<file path="config.mk">
export PLATFORM = sky130hd
export DESIGN_NAME = lcd_text_buffer
export DESIGN_NICKNAME = d
export VERILOG_FILES = /design/src/rtl/lcd_text_buffer.sv
export SDC_FILE = /design/constraint.sdc
export NUM_CORES = 1
export LEC_CHECK = 0
export ABC_AREA = 1
export CORE_ASPECT_RATIO = 1.75
export CORE_MARGIN = 2
export CORE_UTILIZATION = 62
export DETAILED_ROUTE_END_ITERATION = 6
export PLACE_DENSITY = 0.8
export SYNTH_ARGS = -nofsm -noshare
export SYNTH_HDL_FRONTEND = slang
export SYNTH_SLANG_ARGS = --single-unit
export TNS_END_PERCENT = 5
</file>
<file path="constraint.sdc">
create_clock -name iCLK_50MHZ -period 2.5 [get_ports iCLK_50MHZ]
set_clock_uncertainty 0.15 [all_clocks]
set_input_delay 0.625 -clock iCLK_50MHZ [delete_from_list [all_inputs] [get_ports iCLK_50MHZ]]
set_output_delay 0.625 -clock iCLK_50MHZ [all_outputs]
set_load 0.02 [all_outputs]
</file>
<file path="src/rtl/lcd_text_buffer.sv">
// 32-entry character frame buffer with a valid/ready command port and a zero-latency combinational read port.
// Writes are visible just after the accept edge; CLEAR sweeps one entry per cycle and holds oWR_READY low for 33 clocks.
module lcd_text_buffer #(
    parameter logic [7:0] FILL_CHAR = 8'h20,
    parameter int         DEPTH     = 32
) (
    input  logic       iCLK_50MHZ,
    input  logic       iRST_N,
    input  logic       iWR_VALID,
    output logic       oWR_READY,
    input  logic [1:0] iWR_CMD,
    input  logic [7:0] iWR_DATA,
    input  logic [4:0] index,
    output logic [7:0] out,
    output logic [4:0] oCURSOR,
    output logic       oBUSY,
    output logic       oDIRTY,
    input  logic       iDIRTY_CLR
);

    typedef enum logic [1:0] {
        CMD_WRCHAR = 2'b00,
        CMD_SETCUR = 2'b01,
        CMD_CLEAR  = 2'b10,
        CMD_WRHEX  = 2'b11
    } cmd_e;

    typedef enum logic {
        ST_IDLE  = 1'b0,
        ST_CLEAR = 1'b1
    } state_e;

    localparam logic [4:0] LAST_IDX = 5'(DEPTH - 1);

    state_e     state_q;
    logic [4:0] cursor_q;
    logic [4:0] sweep_q;
    logic       ready_q;
    logic       dirty_q;
    logic [7:0] mem_q [DEPTH];

    logic       accept;
    logic       wr_en_d;
    logic [4:0] wr_addr_d;
    logic [7:0] wr_byte_d;
    logic [3:0] nib;
    logic [7:0] hex_d;
    logic       dirty_set;

    assign accept = iWR_VALID && ready_q;

    always_comb begin
        nib       = iWR_DATA[3:0];
        hex_d     = (nib < 4'd10) ? (8'h30 + {4'h0, nib}) : (8'h37 + {4'h0, nib});
        wr_en_d   = 1'b0;
        wr_addr_d = cursor_q;
        wr_byte_d = iWR_DATA;
        dirty_set = 1'b0;
        if (state_q == ST_CLEAR) begin
            wr_en_d   = 1'b1;
            wr_addr_d = sweep_q;
            wr_byte_d = FILL_CHAR;
            dirty_set = (sweep_q == LAST_IDX);
        end else if (accept && (iWR_CMD == CMD_WRCHAR)) begin
            wr_en_d   = 1'b1;
            dirty_set = 1'b1;
        end else if (accept && (iWR_CMD == CMD_WRHEX)) begin
            wr_en_d   = 1'b1;
            wr_byte_d = hex_d;
            dirty_set = 1'b1;
        end
    end

    // Storage resets to FILL_CHAR so an abort mid-sweep still leaves a blank display.
    always_ff @(posedge iCLK_50MHZ or negedge iRST_N) begin
        if (!iRST_N) begin
            for (int i = 0; i < DEPTH; i++) begin
                mem_q[i] <= FILL_CHAR;
            end
        end else if (wr_en_d) begin
            mem_q[wr_addr_d] <= wr_byte_d;
        end
    end

    always_ff @(posedge iCLK_50MHZ or negedge iRST_N) begin
        if (!iRST_N) begin
            state_q  <= ST_IDLE;
            cursor_q <= 5'd0;
            sweep_q  <= 5'd0;
            ready_q  <= 1'b1;
            dirty_q  <= 1'b0;
        end else begin
            case (state_q)
                ST_IDLE: begin
                    ready_q <= 1'b1;
                    if (accept) begin
                        case (cmd_e'(iWR_CMD))
                            CMD_WRCHAR,
                            CMD_WRHEX:  cursor_q <= cursor_q + 5'd1;
                            CMD_SETCUR: cursor_q <= iWR_DATA[4:0];
                            CMD_CLEAR: begin
                                state_q <= ST_CLEAR;
                                sweep_q <= 5'd0;
                                ready_q <= 1'b0;
                            end
                            default: ;
                        endcase
                    end
                end
                ST_CLEAR: begin
                    // Ready stays low for one extra cycle after the sweep ends.
                    ready_q <= 1'b0;
                    sweep_q <= sweep_q + 5'd1;
                    if (sweep_q == LAST_IDX) begin
                        cursor_q <= 5'd0;
                        state_q  <= ST_IDLE;
                    end
                end
                default: state_q <= ST_IDLE;
            endcase

            if (dirty_set) begin
                dirty_q <= 1'b1;
            end else if (iDIRTY_CLR) begin
                dirty_q <= 1'b0;
            end
        end
    end

    assign out       = mem_q[index];
    assign oWR_READY = ready_q;
    assign oCURSOR   = cursor_q;
    assign oBUSY     = (state_q == ST_CLEAR);
    assign oDIRTY    = dirty_q;

endmodule

</file>
---- Word-level counts from Yosys, hierarchy flattened ----
Cells that the tools add are included.
operators by class
  $add $sub $neg .......................... 4
  magnitude comparators ................... 4
  eq/ne operators ......................... 8
  muxes and demuxes ....................... 31
  bitwise gates (word level) .............. 3
  reduce and logical (&&, ||, !) cells .... 9
operators with widths
  operator               count
  $bwmux W256            1
  $mux W8                6
  $bmux W8 S5            1
  $demux W8 S5           1
  $pmux W5 S2            3
  $mux W5                5
  $add A6 B4 Y7 const A  2
  $ge A6 B6 Y1 const B   2
  $not A5 Y6             2
  $mux W1                11
  $add A5 B1 Y5 const B  2
  $mux W7                1
  $lt A6 B1 Y1 const B   1
  $eq A5 B5 Y1 const B   1
  $eq A2 B2 Y1 const B   2
  $logic_and A1 B1 Y1    4
  $lt A4 B4 Y1 const B   1
  $ne A2 B1 Y1 const B   2
  $pmux W1 S2            2
  $ne A3 B1 Y1 const B   1
  $reduce_and A3 Y1      1
  $eq A2 B1 Y1 const B   1
  $logic_not A2 Y1       1
  $ne A2 B2 Y1 const B   1
  4 further kinds        4
storage, ports and cells
  flip-flop bits (word level) ............. 269
  word-level logic and storage cells ...... 96

---- Depth between registers and ports, before layout ----
Gate-level depths: netlist of the first run.
  depth in word-level cells ............... 7
  gate-level depth with buffers ........... 11
  mapped depth without buffers ............ 9

---- Worst setup path before layout of the first run ----
Ideal clock, no wire load.
  path type ............................... input to output
  start ................................... input index[0]
  end ..................................... output out[1]
  arrival time ............................ 1779 ps
  data required time ...................... 1725 ps
  setup slack ............................. -54 ps
  stages on the path ...................... 11
  buffers on the path ..................... 2
  cell sequence ........................... inv_1 -> clkbuf_1 -> clkbuf_1 -> nand2_1 -> nand3_1 -> nand3_1 -> nand2_1 -> nand2_1 -> nand2_1 -> nand2_1 -> nand2_1
on the way
  word-level cells in the longest chain between the ends .. 4
ends and longest elaborated chain
  what                                        line  source
  start, declared                             13    input logic [4:0] index,
  $not A5 Y6 (not written as such)            130   assign out = mem_q[index];
  $bmux W8 S5                                 130
  $mux W8 (not written as such) (2 in a row)  130
  end, declared                               14    output logic [7:0] out,
Every way passes these cells. The select of a mux whose other input is x is not followed.

---- Final worst setup path of the first run ----
  start ................................... input index[0]
  end ..................................... output out[4]
Same word-level chain as after synthesis.

==> out/qor.txt, run 1 <==
GR Util met2 -> 64.6%
Core Box Area -> 21400 µm²
VDD IR max -> 0.000846 V
Share of the synthesized area in the top cell type -> 43.9%
Number of global-route vias before repair -> 12900
Setup TNS -> -1.49 ns
Detailed Route WL -> 46800 µm
TritonCTS Sinks -> 269
CP most frequent cell -> nand2_1
Register area share after synthesis -> 50.4%
Routability congestion estimate -> 0.973
Diodes inserted -> 0
Hpwl dp -> 29100 µm
Synthesized area per cell -> 7.37 µm²
Maximum clock rate -> 365 MHz
Crit-path max cell delay -> 0.16 ns
GRT Total Usage -> 39.3%
Met1 usage -> 44.4%
Number of distinct library cells after synthesis -> 29
Req. time, crit path -> 1.73 ns
Unrepaired setup endpoints after global routing -> true
Fin. Hold Viols -> 0
Via count -> 13400
WHS Path Cells -> 2
Global-route wire length before repair -> 68900 µm
Net count, final -> 1960
Syn Inst Count -> 1823
Die Span Y -> 199 µm
Synth Area in Compound Gates -> 5.21%
Slew Viols, Final -> 0
Top-count cell post-synth -> nand2_1
Reg2Reg Depth -> 8
FP Rows -> 71
Top post-synthesis cells by area -> dfrtp_1, nand2_1, nand3_1
# setup viols final -> 8
Ports -> 35
Fraction of layout cells with a size suffix above 1 -> 21.3%
TritonCTS clock tree -> built
Post-Synth Simple-Gate Area -> 38.6%
# port buffers -> 34
Status -> complete, but fails checks
DR WL/cell -> 20.9 µm
Die area -> 22900 µm²
Worst min-delay path class -> flop to flop
FF-to-FF setup slack -> 0.24 ns
Synth top cells by count -> nand2_1, nand3_1, dfrtp_1
Critical path capture point type -> primary output
Crit path arrival time -> 1.96 ns
P_leak -> 8.61 nW
Worst hold start -> mem_q[197]
Worst-Skew Late Latency -> 0.53 ns
Critical path cell sequence -> buf_12, clkinv_16, buf_8, buf_12, nand2_1, nand3_2, nand3_2, nand2_1, nand2_1, nand2_1, nand2_1, nand2_1, buf_4
Worst Setup Start Kind -> primary input
Area delta synth->final -> 28.1%
Starting density of the core -> 62.8%
Synthesized flop and latch total -> 269
DRT antenna net count -> 0
CTS root buffer -> clkbuf_16
Slew HR -> 57.7%
Slowest CP cell -> buf_4
Drt drc -> 0
XOR/XNOR Fraction of Synth Area -> 0.0651%
Largest family of logic cells by synthesized area -> simple AND/OR/NAND/NOR gates
Share of async-settable or async-resettable flops after synthesis -> 100%
Gr ovfl total -> 0
Worst Hold End -> mem_q[197]
Clk slew on worst S/H paths -> 0.07 ns
Chip Width -> 115 µm
Area leader, netlist -> dfrtp_1
CP bufs+invs -> 5
Avg Vias per Cell -> 5.96
Post-layout util -> 80.4%
Max clock buf depth -> 3
DRT Pass-1 Iters -> 6
Design area -> 17200 µm²
Placed inst area -> 15300 µm²
Routing usage on met3 -> 5.64%
EDFF count, synth -> 0
Largest net degree at the start of global routing -> 58
Worst setup margin -> -0.239 ns
Initial antenna violation count -> 0
Syn nets -> 1851
Post-synthesis mux area share -> 0%
Final period util -> 110%
Max Cap Viol -> 0
Crit path max fanout -> 17
Minimum clock period -> 2.74 ns
Failing checks -> negative setup slack
Post-Syn Area -> 13400 µm²
CTS H-tree depth -> 1
Total CTS buffers -> 25
Synth Warn # -> 0
R2R Path Start -> oBUSY
Top cell family by delay on the critical path -> buffers and inverters
Adder-cell share of the synthesized area -> 0.838%
Post-synth top flop -> dfrtp_1
Pwr/cell area -> 954 nW/µm²
Worst Tran Pin Value -> 0.632 ns
Number of DRC markers in iteration 0 -> 1717
Critical path class -> primary input to primary output
RR Endpoint -> mem_q[88]
Busiest grt layer -> met2
==> routing by layer <==
metal	part of all wire (%)	routed length, µm
met5	0	0
met4	12	5390
met3	8.9	4180
met2	47	21900
met1	33	15400
==> worst min-delay path: stages, from the launching register on <==
cell,delay [ns]
dfstp_2,0.37
nand2_1,0.05
nand2_1,0.04
==> power by group <==
| group | switching (mW) | total, mW | internal [mW] |
|---|---|---|---|
| Clock | 1.72 | 4.07 | 2.35 |
| Sequential | 0.776 | 6.44 | 5.66 |
| Combinational | 3.79 | 5.92 | 2.13 |
| Total | 6.29 | 16.4 | 10.1 |
==> placed cells by master (no fill, tap or decap), types with 2 or more instances in the layout <==
cell             synthesis  final
nand3_1                256    180
buf_8                    0      5
nand4_1                  2      2
o21ai_4                  2      2
buf_16                   0      5
clkinv_4                 0      2
a21oi_4                  0      2
o21ai_2                  3      5
clkbuf_1                67      4
nand2_2                  3     35
o21ai_0                 62     62
nand3_2                  4     69
clkbuf_16                0     30
nor2_2                   8      9
buf_12                   0     47
buf_6                    2     11
o21ai_1                 51     49
nand3_4                  0     11
buf_4                    0    101
dlygate4sd2_1            0      2
clkdlybuf4s50_1          0     20
o211ai_1                 2      2
inv_2                   11     11
inv_1                   31     29
dfrtp_1                236    235
clkinv_2                 0      6
a22o_1                   2      2
bufinv_16                0      4
nand2_1                935    898
a21oi_1                  5      2
o22ai_1                  3      3
dfstp_2                 33     33
ha_1                     9      9
nand2_4                  2      7
nor2_1                  33     32
nor2_4                  11     11
clkbuf_8                 0      3
==> kinds of logic (layout without fill, tap and decap cells) <==
logic type	count (synthesis)	count (layout)
AOI/OAI and AO/OA	130	130
adders and majority gates	9	9
xor gates and xnor gates	1	1
buffers and inverters	159	286
DFF	269	269
and+or+nand+nor	1255	1255
==> layout make-up <==
class | instances | area, µm²
tap | 292 | 365
fill | 1373 | 4190
clock inverter | 13 | 175
timing repair buffer | 198 | 2400
sequential | 269 | 6770
multi-input combinational | 1395 | 6630
inverter | 43 | 198
clock buffer | 32 | 682
==> how the worst max path moves through the flow <==
stage              from     end  cells past startpoint
6_report       index[0]  out[4]                     13
4_1_cts        index[0]  out[3]                     13
3_5_place_dp   index[2]  out[6]                     10
5_1_grt        index[0]  out[2]                     13
2_1_floorplan  index[0]  out[1]                     11
3_3_place_gp   index[2]  out[6]                     10
==> flip-flops by register name (all words and copies together), names as in the netlist <==
register	flops
oBUSY	1
oDIRTY	1
mem_q	256
sweep_q	5
oCURSOR	5
oWR_READY	1
==> what timing repair did <==
item,in CTS,in global routing
pin swaps,5,29
setup endpoints to repair,9,8
gates resized for setup,106,113
endpoints found under the hold margin,38,0
hold buffers,1,0
cloned,5,5
buffers inserted,1,8
==> per-stage QoR <==
stage / hold slack (ns) / std cells / setup slack (ns) / power [mW]
global route: 0.320 / 2242 / -0.299 / 17.1
global placement: 0.300 / 2178 / -0.824 / 11.6
floorplan: 0.179 / 1823 / 0.0151 / 9.43
finish: 0.313 / 2242 / -0.239 / 16.4
CTS: 0.312 / 2230 / -0.144 / 15.9
detailed placement: 0.302 / 2178 / -0.863 / 11.7
Power figures use the tool's default switching activity.
==> run 2: changes to the inputs <==
--- a/config.mk
+++ b/config.mk
@@ -7,7 +7,7 @@
 export LEC_CHECK = 0
 export ABC_AREA = 1
 export CORE_ASPECT_RATIO = 1.75
-export CORE_MARGIN = 2
+export CORE_MARGIN = 5
 export CORE_UTILIZATION = 62
 export DETAILED_ROUTE_END_ITERATION = 6
 export PLACE_DENSITY = 0.8
==> run 2 against run 1 <==
  * Setup slack better by 0.073 ns
  * Critical path depth is 1 lower
  * Global-route usage is 2.6 points lower
  * Worst hold slack worse by 0.00063 ns
  * Sequential power is 0.8% lower
  * The flow still finishes with violations (negative setup slack)
  * Clock-buffer cell count is 2 lower
  * Core utilization is 0.72 points lower
==> out/qor.txt, run 2 (same netlist as run 1, synthesis figures left out) <==
Status -> complete, but fails checks
Failing checks -> negative setup slack
Minimum clock period -> 2.67 ns
Number of DRC markers in iteration 0 -> 1998
Area delta synth->final -> 26.9%
Worst setup margin -> -0.167 ns
Pwr/cell area -> 965 nW/µm²
Core Box Area -> 21400 µm²
# setup viols final -> 8
CTS H-tree depth -> 1
Via count -> 13500
Slew Viols, Final -> 0
Diodes inserted -> 0
Starting density of the core -> 62.8%
DRT antenna net count -> 0
Ports -> 35
Gr ovfl total -> 0
Unrepaired setup endpoints after global routing -> true
Req. time, crit path -> 1.73 ns
Design area -> 17100 µm²
Max Cap Viol -> 0
CTS root buffer -> clkbuf_16
Final-layout fill cell count -> 1378
Detailed Route WL -> 46100 µm
Avg Vias per Cell -> 6.09
Pwr Total -> 16.5 mW
Total CTS buffers -> 25
Global-route wire length before repair -> 70700 µm
Die Span Y -> 205 µm
Commonest non-fill, non-tap cell in the layout -> nand2_1
Largest net degree at the start of global routing -> 71
Crit path max fanout -> 7
Worst Setup Start Kind -> primary input
Max clock buf depth -> 3
Fraction of layout cells with a size suffix above 1 -> 21.1%
Maximum clock rate -> 375 MHz
Number of global-route vias before repair -> 13400
Routability congestion estimate -> 0.960
Critical path class -> primary input to primary output
Final period util -> 107%
VDD IR max -> 0.000858 V
DR WL/cell -> 20.7 µm
Worst-Skew Late Latency -> 0.54 ns
Worst min-delay path class -> flop to flop
GRT Total Usage -> 36.8%
Max reg flops -> 256
Reg with most FFs -> mem_q
Most frequent cells in the layout -> nand2_1, dfrtp_1, nand3_1, buf_4, nand3_2
Hpwl dp -> 28900 µm
Clk slew on worst S/H paths -> 0.06 ns
Drt drc -> 0
DRT Pass-1 Iters -> 7
Slew HR -> 57.1%
TritonCTS Sinks -> 269
TritonCTS clock tree -> built
Fin. Hold Viols -> 0
Worst Tran Pin Value -> 0.643 ns
Initial antenna violation count -> 0
FP Rows -> 71
# port buffers -> 34
Critical path capture point type -> primary output
Crit path arrival time -> 1.89 ns
Net count, final -> 1943
FF-to-FF setup slack -> 0.19 ns
Die area -> 24800 µm²
Chip Width -> 121 µm
P_leak -> 8.52 nW
Placed inst area -> 15100 µm²
run 2: final cells by class:
cell class,count,area (µm²),area share (%)
flip-flops and latches,269,6770,39.7
repair buffers,180,2170,12.7
clock buffers,30,674,3.95
repair inverters,1,11.3,0.0660
multi-input cells,1395,6680,39.2
clock inverters,14,203,1.19
well taps,292,365,2.14
inverters,43,181,1.06
run 2: path summary, 6_finish.rpt:
path | from | to | cells after the start
max | index[0] | out[2] | 12
min | mem_q[205] | mem_q[205] | 2
max reg2reg | oBUSY | mem_q[73] | 7
min reg2reg | mem_q[205] | mem_q[205] | 2
max in group asynchronous | iRST_N | mem_q[149] | 3
min in group asynchronous | iRST_N | mem_q[168] | 2
run 2: repair_timing:
item,in CTS,in global routing
setup buffers,0,1
setup endpoints to repair,9,8
gates resized for setup,115,118
hold endpoints to repair,53,0
pin swaps,13,45
hold buffers,1,0
gates cloned,5,5
run 2: power breakdown:
| part | switching (mW) | total (mW) | leakage (nW) | internal, mW |
|---|---|---|---|---|
| logic | 3.78 | 5.91 | 4.52 | 2.13 |
| registers | 0.725 | 6.39 | 3.57 | 5.66 |
| clock network | 1.74 | 4.17 | 0.427 | 2.44 |
run 2: per-layer routing:
layer | vias to the layer above | GRT usage (%) | routed length, µm
met5 | - | 0 | 0
met4 | 0 | 34.5 | 5090
met3 | 311 | 6.16 | 4060
met2 | 887 | 58.4 | 21900
met1 | 6373 | 41.4 | 15100
li1 | 5977 | - | -
run 2: worst max-delay path, stage by stage:
cell and delay, ns:
buf_16 0.14, buf_16 0.17, buf_8 0.15, nand2_1 0.10, nand3_2 0.14, nand3_2 0.09, nand2_1 0.05, nand2_1 0.07
nand2_1 0.07, nand2_1 0.07, nand2_2 0.07, buf_6 0.13
run 2: per-stage QoR:
| stage | cells | TNS, ns | utilization, % | hold WS, ns | worst slack [ns] |
|---|---|---|---|---|---|
| finish | 2224 | -1.07 | 79.7 | 0.312 | -0.167 |
| global route | 2224 | -1.32 | 79.7 | 0.330 | -0.216 |
| CTS | 2218 | -0.721 | 76.7 | 0.312 | -0.113 |
| detailed placement | 2168 | -62.27 | 70.7 | 0.301 | -0.948 |
| global placement | 2168 | -55.48 | 70.7 | 0.300 | -0.882 |
| floorplan | 1823 | 0 | - | 0.179 | 0.0151 |
